File: src/rtl/b2g_sync_fifo.sv
// b2g_sync_fifo: parametrised single-clock FIFO with a registered read port.
// Define B2G_FIFO_ERR_FLAGS_EN to add sticky overflow/underflow outputs.
module b2g_sync_fifo #(
    parameter int DATA_WIDTH = 32,
    parameter int DEPTH      = 16,
    parameter int AF_LEVEL   = DEPTH - 2,
    parameter int AE_LEVEL   = 2
) (
    input  logic                         system_clock,
    input  logic                         reset,
    input  logic                         flush,
    input  logic                         wr_en,
    input  logic [DATA_WIDTH-1:0]        wr_data,
    output logic                         full,
    output logic                         almost_full,
    input  logic                         rd_en,
    output logic [DATA_WIDTH-1:0]        rd_data,
    output logic                         rd_valid,
    output logic                         empty,
    output logic                         almost_empty,
    output logic [$clog2(DEPTH+1)-1:0]   count
`ifdef B2G_FIFO_ERR_FLAGS_EN
    ,
    output logic                         overflow,
    output logic                         underflow
`endif
);

    localparam int AW = $clog2(DEPTH);
    localparam int CW = $clog2(DEPTH + 1);
    localparam logic [CW-1:0] FULL_C = CW'(DEPTH);
    localparam logic [CW-1:0] AF_C   = CW'(AF_LEVEL);
    localparam logic [CW-1:0] AE_C   = CW'(AE_LEVEL);

    generate
        if (DEPTH < 2 || (DEPTH & (DEPTH - 1)) != 0) begin : g_bad_depth
            $error("b2g_sync_fifo: DEPTH must be a power of two >= 2");
        end
        if (AF_LEVEL > DEPTH || AF_LEVEL < 0) begin : g_bad_af
            $error("b2g_sync_fifo: AF_LEVEL must be <= DEPTH");
        end
        if (AE_LEVEL >= DEPTH || AE_LEVEL < 0) begin : g_bad_ae
            $error("b2g_sync_fifo: AE_LEVEL must be < DEPTH");
        end
        if (DATA_WIDTH < 1) begin : g_bad_dw
            $error("b2g_sync_fifo: DATA_WIDTH must be >= 1");
        end
    endgenerate

    logic [DATA_WIDTH-1:0] mem_q [DEPTH];
    logic [AW-1:0]         wr_ptr_q, wr_ptr_d;
    logic [AW-1:0]         rd_ptr_q, rd_ptr_d;
    logic [CW-1:0]         count_q, count_d;
    logic [DATA_WIDTH-1:0] rd_data_q, rd_data_d;
    logic                  rd_valid_q, rd_valid_d;
    logic                  wr_acc, rd_acc;

    // Flags decode the registered count only, so they lag the causing edge.
    assign full         = (count_q == FULL_C);
    assign empty        = (count_q == '0);
    assign almost_full  = (count_q >= AF_C);
    assign almost_empty = (count_q <= AE_C);
    assign count        = count_q;
    assign rd_data      = rd_data_q;
    assign rd_valid     = rd_valid_q;

    assign wr_acc = wr_en && !full && !flush;
    assign rd_acc = rd_en && !empty && !flush;

    always_comb begin
        wr_ptr_d   = wr_ptr_q;
        rd_ptr_d   = rd_ptr_q;
        count_d    = count_q;
        rd_data_d  = rd_data_q;
        rd_valid_d = 1'b0;
        if (flush) begin
            wr_ptr_d = '0;
            rd_ptr_d = '0;
            count_d  = '0;
        end else begin
            if (wr_acc) begin
                wr_ptr_d = wr_ptr_q + AW'(1);
            end
            if (rd_acc) begin
                rd_ptr_d   = rd_ptr_q + AW'(1);
                rd_data_d  = mem_q[rd_ptr_q];
                rd_valid_d = 1'b1;
            end
            unique case ({wr_acc, rd_acc})
                2'b10:   count_d = count_q + CW'(1);
                2'b01:   count_d = count_q - CW'(1);
                default: count_d = count_q;
            endcase
        end
    end

    always_ff @(posedge system_clock or posedge reset) begin
        if (reset) begin
            wr_ptr_q   <= '0;
            rd_ptr_q   <= '0;
            count_q    <= '0;
            rd_data_q  <= '0;
            rd_valid_q <= 1'b0;
        end else begin
            wr_ptr_q   <= wr_ptr_d;
            rd_ptr_q   <= rd_ptr_d;
            count_q    <= count_d;
            rd_data_q  <= rd_data_d;
            rd_valid_q <= rd_valid_d;
        end
    end

    // Storage is deliberately not reset; empty=1 hides stale words.
    always_ff @(posedge system_clock) begin
        if (wr_acc) begin
            mem_q[wr_ptr_q] <= wr_data;
        end
    end

`ifdef B2G_FIFO_ERR_FLAGS_EN
    logic ovf_q, ovf_d;
    logic udf_q, udf_d;

    always_comb begin
        ovf_d = ovf_q | (wr_en && full);
        udf_d = udf_q | (rd_en && empty);
        if (flush) begin
            ovf_d = 1'b0;
            udf_d = 1'b0;
        end
    end

    always_ff @(posedge system_clock or posedge reset) begin
        if (reset) begin
            ovf_q <= 1'b0;
            udf_q <= 1'b0;
        end else begin
            ovf_q <= ovf_d;
            udf_q <= udf_d;
        end
    end

    assign overflow  = ovf_q;
    assign underflow = udf_q;
`endif

endmodule

File: config.mk
export PLATFORM = sky130hd
export DESIGN_NAME = b2g_sync_fifo
export DESIGN_NICKNAME = d
export VERILOG_FILES = /design/src/rtl/b2g_sync_fifo.sv
export SDC_FILE = /design/constraint.sdc
export NUM_CORES = 1
export LEC_CHECK = 0
export CELL_PAD_IN_SITES_DETAIL_PLACEMENT = 2
export CELL_PAD_IN_SITES_GLOBAL_PLACEMENT = 2
export CORE_ASPECT_RATIO = 0.75
export CORE_MARGIN = 2
export CORE_UTILIZATION = 43
export CTS_CLUSTER_SIZE = 16
export DETAILED_ROUTE_END_ITERATION = 7
export MAX_ROUTING_LAYER = met4
export PLACE_DENSITY = 0.68
export SLEW_MARGIN = 0
export SYNTH_ARGS = -nofsm -noshare
export SYNTH_HDL_FRONTEND = slang
export SYNTH_SLANG_ARGS = --single-unit
File: constraint.sdc
create_clock -name system_clock -period 3.95 [get_ports system_clock]
set_input_delay 0.395 -clock system_clock [delete_from_list [all_inputs] [get_ports system_clock]]
set_output_delay 0.395 -clock system_clock [all_outputs]
set_load 0.02 [all_outputs]
Yosys cells after proc, flatten, opt, wreduce, memory -nomap -nowiden
Memories as Yosys holds them, arrays and structs flattened. A register that Yosys moved wholly into a read port is not among the register bits.
Cells that the tools add are included.
{"block": "op_classes", "add_sub_neg": 4, "magnitude_cmp": 2, "n_eq_ne": 3, "muxes": 10, "bitwise": 1, "reduce_logical": 12}
{"cell": "$mux W4", "n": 4}
{"cell": "$pmux W5 S2", "n": 1}
{"cell": "$add A4 B1 Y4 const B", "n": 2}
{"cell": "$add A5 B1 Y5 const B", "n": 1}
{"cell": "$eq A5 B5 Y1 const B", "n": 1}
{"cell": "$ge A5 B4 Y1 const B", "n": 1}
{"cell": "$le A5 B2 Y1 const B", "n": 1}
{"cell": "$logic_not A5 Y1", "n": 1}
{"cell": "$mux W5", "n": 1}
{"cell": "$sub A5 B1 Y5 const B", "n": 1}
{"cell": "$logic_and A1 B1 Y1", "n": 4}
{"cell": "$mux W1", "n": 4}
{"cell": "$reduce_bool A2 Y1", "n": 2}
{"cell": "$logic_not A1 Y1", "n": 3}
{"cell": "$reduce_bool A3 Y1", "n": 1}
{"cell": "$eq A2 B1 Y1 const B", "n": 1}
{"cell": "$eq A2 B2 Y1 const B", "n": 1}
{"cell": "$reduce_and A2 Y1", "n": 1}
{"cell": "$not A1 Y1", "n": 1}
{"block": "totals", "reg_bits": 14, "mem_bits_rw": 512, "in_bits": 37, "output_inout_bits": 42, "wordCells": 37, "memories": 1}
{"memory": "mem_q", "words": 16, "width": 32, "rd": 1, "rd_ports_with_merged_regs": 1, "wr": 1, "line_no": "50", "source": "logic [DATA_WIDTH-1:0] mem_q [DEPTH];"}

Longest topological paths before layout
{"block": "depth", "ltp_word": 7, "depth_mapped": 13, "ltp_nobuf": 10}

Worst setup path before layout
Ideal clock, no wire load.
{"block": "synth_path", "kind": "register to register", "startpoint": "reg count_q[1], in the netlist count[1]", "endpoint": "mem mem_q[12][0] (enable)", "setup_time_ns": 0.421, "t_arrival_ns": 2.788, "required_time_ns": 3.529, "path_slack_ns": 0.741, "stages_incl_launch_ff": 7, "n_path_buf": 2, "synth_period_minus_slack_ns": 3.209, "cell_sequence": "dfrtp_1 buf_2 nor2_1 a31oi_2 buf_2 nand2_1 nor2_1"}
{"block": "synth_via", "elab_chain_len": 6}
{"element": "start: declaration", "line_no": "53", "source": "logic [CW-1:0] count_q, count_d;"}
{"element": "start signal: assignment", "line_no": "107", "source": "count_q <= count_d;"}
{"element": "$eq A5 B5 Y1", "line_no": "59", "source": "assign full = (count_q == FULL_C);"}
{"element": "$logic_not A1 Y1", "line_no": "67", "source": "assign wr_acc = wr_en && !full && !flush;"}
{"element": "$logic_and A1 B1 Y1 (2 in series)", "line_no": "67"}
{"element": "$mux W1", "line_no": "115", "source": "if (wr_acc) begin"}
{"element": "$mux W1 (implied by the code)", "line_no": "116", "source": "mem_q[wr_ptr_q] <= wr_data;"}
{"element": "end: declaration", "line_no": "50"}
Every way passes these cells.

Worst setup path after layout
{"block": "layout_path", "startpoint": "reg count_q[2], in the netlist count[2]", "endpoint": "reg count_q[4], in the netlist count[4]"}
{"block": "layout_via", "elab_chain_len": 7, "elab_cells_between_ends": 15, "classes_between": "add/sub: 2; eq/ne: 3; mux: 2; reduce/logical: 8"}
{"element": "$eq A5 B5 Y1 / $logic_not A5 Y1 (equally long branches)", "line_no": "59, 60"}
{"element": "$logic_not A1 Y1, on equally long branches", "line_no": "67, 68"}
{"element": "$logic_and A1 B1 Y1, on equally long branches (2 in series)", "line_no": "67, 68"}
{"element": "$eq A2 B1 Y1 / $eq A2 B2 Y1 (equally long branches)", "line_no": "89", "source": "unique case ({wr_acc, rd_acc})"}
{"element": "$pmux W5 S2", "line_no": "89"}
{"element": "$mux W5", "line_no": "76", "source": "if (flush) begin"}
Several ways; a longest one is shown, not always the timed one.
A chain may end at the register's enable or synchronous reset.

==> reports/summary.txt <==
Clock-pin slew on the worst setup and hold paths: 0.06 ns
Count of cell types in the netlist: 47
DRC viols: 0
Slew margin rel.: 0.220
Fin. Hold Viols: 0
Fin Clk Skew: 0.0198 ns
Final critical-path share of the clock period: 0.724
Footprint of the multi-input gates: 4750 um^2
Post-synthesis cell area: 21,500 um^2
Area grow syn2layout: 16.4%
H-tree Lvls: 2
Final wirelength: 55.9 mm
Maximum vdd ir drop: 0.317 mV
Drt wl/cell: 31.4 um
Primary FF master, synth: edfxtp_1
Post-synth ARST share: 0.0824
Avg Vias per Cell: 5.69
Register area share after synthesis: 0.767
CTS Root Cell: clkbuf_16
Worst hold path type: input pin to async pin
Synthesized net count: 1,014
Ys Warns: 0
Register bit total from synthesis: 558
Buffers on Ports: 78
Fillers: 4,243
Power, Total: 14.4 mW
Placed Area: 23,300 um^2
Row cnt: 71
Reg2Reg Depth: 10
Final setup viols: 0
CP startpoint kind: flip-flop
Critical path data arrival time: 3.32 ns
Measured slew at the worst slew-check pin: 1.17 ns
Grt total ovfl: 0
Status: finished clean
RSZ-0062 raised after global routing: false
Max_cap viols: 0
Pwr/cell area: 575 nW/um^2
Post-CTS Setup Bufs: 0
Iteration-0 DRC count of the detailed router: 759
Synth Instances: 968
R2r setup slk: 1.09 ns
CTS tree: done
Worst setup margin: 1.09 ns
Post-route minimum period: 2.86 ns
Fmax: 350 MHz
Post-CTS Resized: 0
Detailed-route via count: 10,100
Clk sinks: 558
Pre-antenna DRT Iters: 5
Critical path peak fanout: 6
Synth area leaders: edfxtp_1 71%, mux4_2 13%, dfrtp_1 5.3%
CTS Buffer Depth: 3
Setup TNS: 0 ns
Reg area: 16,500 um^2
Synth top cells by count: 512 x edfxtp_1, 128 x mux4_2, 46 x dfrtp_1, 33 x o22ai_1
Crit path capture type: flip-flop
Number of diodes: 0
Largest area contributor in the netlist: edfxtp_1
Nets: 1,124
Pleak: 7.78 nW
First-pass GRT wire length: 82.5 mm
Reg-to-reg critical path startpoint: count[2]
Antenna Nets Post-Route: 0
Slew Limit Fails: 0
Initial Util: 0.432
Cts hold-fix bufs: 0
Worst-Skew Late Latency: 0.60 ns
Crit Path Class: flip-flop to flip-flop
Avg Inst Size Synth: 22.3 um^2
Core Footprint: 49,800 um^2
Share of cells above drive strength 1: 0.303
Number of enable flip-flop cells after synthesis: 512
Total GRT Usage: 0.228
Die H: 198 um
Pin count of the biggest net entering global routing: 66
Dpl ws: 0.969 ns
Worst EP required: 4.41 ns
TritonCTS Buffers: 53
R2r endpoint: count[4]
Cell with the most instances after synthesis: edfxtp_1
Initial antenna violation count: 0
Detailed placer's ending HPWL: 33.5 mm
Hold_ws: 0.255 ns
Post-synth top area share: 0.714
Die span in x: 262 um
Vias in the first global route: 11,400
Finished Cell Area: 25,100 um^2
Die footprint: 51,900 um^2
Placer Congestion: 0.720
# IOs: 79
==> how the worst max path moves through the flow <==
| stage | startpoint | end | slack [ns] | depth (start not counted) |
|---|---|---|---|---|
| floorplan | count[1] | mem_q[12][0] | 0.74 | 6 |
| global placement | flush | count[4] | 1.05 | 11 |
| detailed placement | flush | count[4] | 0.97 | 11 |
| CTS | count[2] | count[4] | 1.07 | 10 |
| global route | count[2] | count[4] | 0.93 | 10 |
| finish | count[2] | count[4] | 1.09 | 10 |
==> registers in the layout, summed over array words and instances, names as in the netlist <==
signal and count:
count 5, mem_q 512, rd_data 32, rd_ptr_q 4, rd_valid 1, wr_ptr_q 4
==> cell usage in the layout (no fill, tap or decap), types with 2 or more instances in the layout <==
cell type / instances
bufinv_16: 5
ha_1: 8
mux4_2: 128
xnor2_1: 4
clkbuf_8: 10
clkbuf_1: 15
and3_2: 4
nand2_1: 8
clkinv_2: 8
clkdlybuf4s50_1: 78
o22ai_1: 33
nor3b_1: 2
buf_12: 10
nor2_1: 15
clkbuf_16: 55
dfrtp_1: 43
edfxtp_1: 512
xor2_1: 4
inv_2: 2
inv_1: 6
mux2i_1: 2
mux2_2: 32
buf_4: 22
o22ai_2: 31
nor3_1: 2
nor2_4: 12
dfrtp_4: 2
clkinv_1: 5
a21oi_1: 32
nand4_1: 2
a21oi_2: 4
==> layout make-up <==
class                   count  area share
flip-flops and latches    558       0.659
multi-input cells         347       0.190
clock buffers              80      0.0626
repair buffers            110      0.0457
well taps                 657      0.0328
clock inverters            20     0.00898
inverters                   8     0.00120
==> kinds of logic after synthesis <==
group                      synth area share
AOI/OAI and AO/OA                    0.0422
xor gates and xnor gates            0.00401
adders and majority gates           0.00558
buffers and inverters                0.0168
DFF                                   0.767
muxes                                 0.151
and+or+nand+nor                      0.0129
==> routing by layer <==
| metal | GRT usage | vias up | routed length [um] |
|---|---|---|---|
| met4 | 0.0613 | 0 | 1350 |
| li1 | - | 4283 | - |
| met3 | 0.0287 | 70 | 1770 |
| met1 | 0.301 | 5594 | 24400 |
| met2 | 0.380 | 184 | 28400 |
| met5 | - | - | 0 |
==> power by group <==
part | switching [mW] | internal [mW] | total (mW)
Combinational | 1.25 | 0.944 | 2.19
Sequential | 0.241 | 6.72 | 6.96
Clock | 2.19 | 3.07 | 5.26
Total | 3.68 | 10.7 | 14.4
==> metrics by stage <==
| stage | cells | utilization |
|---|---|---|
| 6_report | 1780 | 0.503 |
| 2_1_floorplan | 968 | - |
| 4_1_cts | 1780 | 0.503 |
| 3_5_place_dp | 1680 | 0.467 |
| 5_1_grt | 1780 | 0.503 |
| 3_3_place_gp | 1680 | 0.467 |
==> critical path, stage by stage (launching register included) <==
cell and delay [ns]:
dfrtp_1 0.44, or3_4 0.47, o311a_4 0.36, o21ai_2 0.09, inv_2 0.08, ha_1 0.32
nor2b_1 0.15, o21a_1 0.19, nor4_1 0.32, o21ai_0 0.16, nor3b_1 0.16
Power figures use the tool's default switching activity.
